==> config.mk <==
export PLATFORM = sky130hd
export DESIGN_NAME = muldiv_sched
export DESIGN_NICKNAME = d
export VERILOG_FILES = /design/src/rtl/muldiv_sched.sv
export SDC_FILE = /design/constraint.sdc
export NUM_CORES = 1
export LEC_CHECK = 0
export ABC_CLOCK_PERIOD_IN_PS = 4430
export CELL_PAD_IN_SITES_DETAIL_PLACEMENT = 1
export CELL_PAD_IN_SITES_GLOBAL_PLACEMENT = 1
export CORE_AREA = 5 5 167 169
export CTS_CLUSTER_SIZE = 40
export DETAILED_ROUTE_END_ITERATION = 8
export DIE_AREA = 0 0 172 174
export PLACE_DENSITY = 0.74
export REMOVE_ABC_BUFFERS = 1
export SLEW_MARGIN = 40
export SYNTH_ARGS = -nofsm -noshare
export SYNTH_HDL_FRONTEND = slang
export SYNTH_SLANG_ARGS = --single-unit
==> constraint.sdc <==
create_clock -name clk -period 4.43 [get_ports clk]
set_clock_uncertainty 0.1 [all_clocks]
set_input_delay 0.886 -clock clk [delete_from_list [all_inputs] [get_ports clk]]
set_output_delay 0.886 -clock clk [all_outputs]
set_load 0.01 [all_outputs]
==> src/rtl/muldiv_sched.sv <==
// Multi-cycle arithmetic scheduler: issues one DIV/DIVU/MULT/MULTU/CLZ op,
// tracks the unit's busy handshake and is the single writer of HI/LO.
module muldiv_sched #(
    parameter int TIMEOUT = 64,
    parameter int ARM_MAX = 2
) (
    input  logic        clk,
    input  logic        reset,
    input  logic        op_valid,
    input  logic [2:0]  op_code,
    input  logic [31:0] op_wdata,
    output logic        op_ready,
    output logic        stall,
    output logic [4:0]  unit_start,
    input  logic [4:0]  unit_busy,
    input  logic [31:0] div_hi,
    input  logic [31:0] div_lo,
    input  logic [31:0] divu_hi,
    input  logic [31:0] divu_lo,
    input  logic [31:0] mult_hi,
    input  logic [31:0] mult_lo,
    input  logic [31:0] multu_hi,
    input  logic [31:0] multu_lo,
    input  logic [31:0] clz_result,
    output logic        hi_wea,
    output logic        lo_wea,
    output logic [31:0] hi_in,
    output logic [31:0] lo_in,
    output logic        gpr_wea,
    output logic [31:0] gpr_data,
    output logic        done,
    output logic        timeout_err
);

    typedef enum logic [2:0] {IDLE, ISSUE, ARM, RUN, COMMIT} state_t;

    localparam logic [9:0] TMO_LAST = 10'(TIMEOUT - 1);
    localparam logic [9:0] ARM_LAST = 10'(ARM_MAX - 1);

    state_t      state;
    logic [2:0]  op_q;
    logic [31:0] wdata_q;
    logic [9:0]  cnt;
    logic [9:0]  cnt_inc;
    logic        sel_busy;
    logic        accept;
    logic [31:0] hi_sel;
    logic [31:0] lo_sel;

    // {hi, lo, gpr} write enables committed for each op code
    function automatic logic [2:0] wr_mask(input logic [2:0] op);
        unique case (op)
            3'd0, 3'd1, 3'd2, 3'd3: wr_mask = 3'b110;
            3'd4:                   wr_mask = 3'b001;
            3'd5:                   wr_mask = 3'b100;
            3'd6:                   wr_mask = 3'b010;
            default:                wr_mask = 3'b000;
        endcase
    endfunction

    assign op_ready = (state == IDLE) && ~|unit_busy;
    assign stall    = (state != IDLE);
    assign accept   = op_valid && op_ready;
    assign cnt_inc  = (cnt == 10'h3FF) ? cnt : cnt + 10'd1;

    always_comb begin
        sel_busy = 1'b0;
        hi_sel   = '0;
        lo_sel   = '0;
        unique case (op_q)
            3'd0: begin sel_busy = unit_busy[0]; hi_sel = div_hi;   lo_sel = div_lo;   end
            3'd1: begin sel_busy = unit_busy[1]; hi_sel = divu_hi;  lo_sel = divu_lo;  end
            3'd2: begin sel_busy = unit_busy[2]; hi_sel = mult_hi;  lo_sel = mult_lo;  end
            3'd3: begin sel_busy = unit_busy[3]; hi_sel = multu_hi; lo_sel = multu_lo; end
            3'd4: sel_busy = unit_busy[4];
            3'd5: hi_sel = wdata_q;
            3'd6: lo_sel = wdata_q;
            default: ;
        endcase
    end

    assign hi_in    = hi_wea  ? hi_sel     : '0;
    assign lo_in    = lo_wea  ? lo_sel     : '0;
    assign gpr_data = gpr_wea ? clz_result : '0;

    always_ff @(posedge clk or negedge reset) begin
        if (!reset) begin
            state       <= IDLE;
            op_q        <= '0;
            wdata_q     <= '0;
            cnt         <= '0;
            unit_start  <= '0;
            hi_wea      <= 1'b0;
            lo_wea      <= 1'b0;
            gpr_wea     <= 1'b0;
            done        <= 1'b0;
            timeout_err <= 1'b0;
        end else begin
            unit_start  <= '0;
            hi_wea      <= 1'b0;
            lo_wea      <= 1'b0;
            gpr_wea     <= 1'b0;
            done        <= 1'b0;
            timeout_err <= 1'b0;
            unique case (state)
                IDLE: if (accept) begin
                    op_q    <= op_code;
                    wdata_q <= op_wdata;
                    unique case (1'b1)
                        op_code <= 3'd4: begin
                            state      <= ISSUE;
                            unit_start <= 5'(1) << op_code;
                        end
                        op_code == 3'd5, op_code == 3'd6: begin
                            state                     <= COMMIT;
                            done                      <= 1'b1;
                            {hi_wea, lo_wea, gpr_wea} <= wr_mask(op_code);
                        end
                        default: begin
                            done        <= 1'b1;
                            timeout_err <= 1'b1;
                        end
                    endcase
                end
                ISSUE: begin
                    state <= ARM;
                    cnt   <= '0;
                end
                ARM, RUN: begin
                    cnt <= cnt_inc;
                    if (cnt == TMO_LAST) begin
                        state       <= IDLE;
                        timeout_err <= 1'b1;
                    end else if (state == ARM && sel_busy) begin
                        state <= RUN;
                    end else if ((state == RUN && !sel_busy) ||
                                 (state == ARM && cnt == ARM_LAST)) begin
                        // zero-latency units fall through ARM straight to commit
                        state                     <= COMMIT;
                        done                      <= 1'b1;
                        {hi_wea, lo_wea, gpr_wea} <= wr_mask(op_q);
                    end
                end
                COMMIT: state <= IDLE;
                default: state <= IDLE;
            endcase
        end
    end

endmodule
==> results.json <==
{
  "status": "finished with violations",
  "violations": "DRC",
  "hp-class": "input pin to async pin",
  "cts_buffers": 9,
  "first_pass_iters": 9,
  "critPathBufInv": 3,
  "routed_via_density": 4.758,
  "timing.rr.end": "gpr_wea",
  "yosysSeqAreaShare_pct": 29.23,
  "worstMarginPinSlew_ns": 0.7790,
  "grt_antenna_before_repair": 10,
  "synth_cells": 610,
  "grt_most_used_layer": "met2",
  "port_buffers": 438,
  "pin_count": 439,
  "routed_wl_um": 31180,
  "grt_max_degree": 61,
  "postCtsSetupBuffers": 0,
  "synth_cell_types": 41,
  "synthFlopType": "dfrtp_1",
  "ys_async_sr_fraction_pct": 100.0,
  "worstSetupEndpointType": "output pin",
  "syn_area_per_cell_um2": 8.141,
  "synth_top_area_share_pct": 29.23,
  "synth_area_leaders": "dfrtp_1 (29%), mux2i_1 (13%), mux2_2 (7.5%), a21oi_1 (6.9%), a222oi_1 (6.4%)",
  "post_drt_wl_per_cell_um": 22.69,
  "min_period_ns": 3.868,
  "overflow": 0,
  "critical_path.slowest_cell": "clkdlybuf4s50_1",
  "whs_ns": 0.4395,
  "drive_above_1_share_pct": 7.902,
  "yosysMostFrequentCell": "nor2_1",
  "timing.critical_path.mode_cell": "buf_4",
  "fin_nets": 1353,
  "dr.first_iter.drc_count": 457,
  "rsz0062_at_grt": "no",
  "use_met1_pct": 24.17,
  "rr_worst_depth": 6,
  "core_mm2": 0.02643,
  "synth_top_area_cell": "dfrtp_1",
  "timing.final.hold_violations": 0,
  "crit_required_ns": 3.44,
  "synthesis.area_mm2": 0.004966,
  "max-clock-path-buffers": 2,
  "path_max_fanout": 38,
  "grt.total_usage_pct": 19.61,
  "use_met2_pct": 33.71,
  "max_clock_freq_ghz": 0.2585,
  "die_width_um": 172,
  "syn_to_final_growth_pct": 102.7,
  "route.detailed.drc": 3,
  "relSlewSlack_pct": 48.07,
  "ff2ff_setup_slack_ns": 2.22,
  "max_cap_violations": 0,
  "gp_congestion": 0.8659,
  "vias": 6538,
  "cts_sinks": 58,
  "critPathMaxStageDelay_ns": 0.55,
  "path_class": "flip-flop to output pin",
  "cp-start-kind": "flip-flop",
  "rows": 60,
  "ant_nets": 0,
  "tritoncts": "done",
  "clock-root-buffer": "clkbuf_16",
  "p_per_area_mw_per_mm2": 380.6,
  "postSynthRegisterBits": 58,
  "clkLatencyLatePin_ns": 0.33,
  "r2r-start": "op_q[0]",
  "grt_pass1_vias": 7096,
  "yosysWarnings": 0,
  "cp_cell_sequence": "buf_4 > nor2b_4 > buf_4 > nand2_1 > o21ai_0 > a222oi_1 > nor2_1 > clkdlybuf4s50_1",
  "yosys-top-cells-count": "nor2_1 (77), a21oi_1 (68), mux2i_1 (66)",
  "start_util_pct": 18.79,
  "htreeDepth": 3,
  "dp_hpwl_um": 24750,
  "die_h_um": 174,
  "met3_usage_pct": 4.844,
  "path_delay_family": "buffers and inverters",
  "leakage_nw": 3.942,
  "setup_viol": 0,
  "finalCritPeriodShare_pct": 87.32,
  "grt_pass1_wl_um": 44660,
  "cts-resized-gates": 0,
  "postLayoutSetupSlackWorst_ns": 0.5617,
  "dp_slack_ns": 0.8780,
  "arrival_ns": 2.88,
  "synth_enable_flop_cells": 0,
  "clk_pin_slew_ns": 0.06,
  "finalMaxSlewViolations": 0,
  "peakVddDrop_v": 0.0002557,
  "die-area_mm2": 0.02993,
  "cts_hold_buf": 0
}
==> kinds of logic after synthesis <==
logic type,Yosys count,share of synthesized area [%]
xor gates and xnor gates,1,0.1764
buffers and inverters,61,5.165
muxes,99,20.79
adders and majority gates,2,0.5038
AOI/OAI and AO/OA,194,25.27
DFF,58,29.23
and+or+nand+nor,195,18.87
==> cell usage in the layout, fill, tap and decap left out, types with 3 or more instances in the layout <==
| cell type | n |
|---|---|
| nand2_1 | 45 |
| nor3_1 | 3 |
| clkdlybuf4s50_1 | 437 |
| clkbuf_16 | 9 |
| a21oi_1 | 68 |
| a222oi_1 | 32 |
| and2_1 | 35 |
| mux2_2 | 33 |
| buf_4 | 14 |
| a22oi_1 | 32 |
| dfrtp_1 | 55 |
| inv_1 | 6 |
| o21ai_0 | 44 |
| nor2_1 | 75 |
| diode_2 | 8 |
| o31ai_1 | 4 |
| nor2b_1 | 3 |
| nand3_1 | 6 |
| nor4_1 | 5 |
| o211ai_1 | 6 |
| mux2i_1 | 66 |
| nand2b_4 | 3 |
==> flip-flops by register name, indices dropped and copies added, names as in the netlist <==
register and cells:
wdata_q 32, cnt 10, unit_start 5, op_q 3
state 3, done 1, gpr_wea 1, hi_wea 1
lo_wea 1, timeout_err 1
==> report_power, final <==
part	switching [W]	internal (W)	total, W
registers	0.000147	0.000672	0.000819
logic	0.00123	0.00105	0.00228
clock network	0.000287	0.000440	0.000727
total	0.00167	0.00216	0.00383
==> worst max path at each step <==
stage	start	end	slack [ns]	depth (start not counted)
global placement	op_q[1]	hi_in[5]	0.91	8
global route	op_q[1]	hi_in[18]	0.34	8
detailed placement	op_q[1]	hi_in[1]	0.88	8
CTS	op_q[1]	hi_in[18]	0.47	6
finish	op_q[1]	hi_in[1]	0.56	8
floorplan	op_q[1]	hi_in[0]	-1.22	4
==> worst register-to-register path: cells and delay by family, from the launching register on <==
| kind | cells | cell delay, ns |
|---|---|---|
| compound gates | 2 | 0.56 |
| buf+inv | 1 | 0.20 |
| flops | 1 | 0.39 |
| simple gates | 3 | 0.84 |
==> routing by layer <==
layer | share of wire (%) | wire, um
met5 | 0.071 | 22
met4 | 1.6 | 495
met3 | 7.5 | 2342
met2 | 50 | 15620
met1 | 41 | 12700
==> cell type report <==
cell class / count / area (um^2)
Clock buffer: 9 / 225.2
Multi-Input combinational cell: 491 / 3304
Clock inverter: 7 / 77.57
Tap cell: 341 / 426.7
Sequential cell: 58 / 1458
Antenna cell: 8 / 20.02
Fill cell: 3077 / 16360
Inverter: 6 / 22.52
Timing Repair Buffer: 454 / 4531
==> through the flow <==
step | cells | utilization [%] | instance area (um^2) | TNS (ns) | total power [W]
2_1_floorplan | 555 | - | 4732 | -77.88 | 0.002028
3_3_place_gp | 1350 | 36.81 | 9728 | 0 | 0.003086
3_5_place_dp | 1350 | 36.83 | 9733 | 0 | 0.003138
4_1_cts | 1366 | 37.98 | 10040 | 0 | 0.003902
5_1_grt | 1374 | 38.09 | 10060 | 0 | 0.004100
6_report | 1374 | 38.09 | 10060 | 0 | 0.003831
No activity file was read; power rests on OpenSTA's default activity.
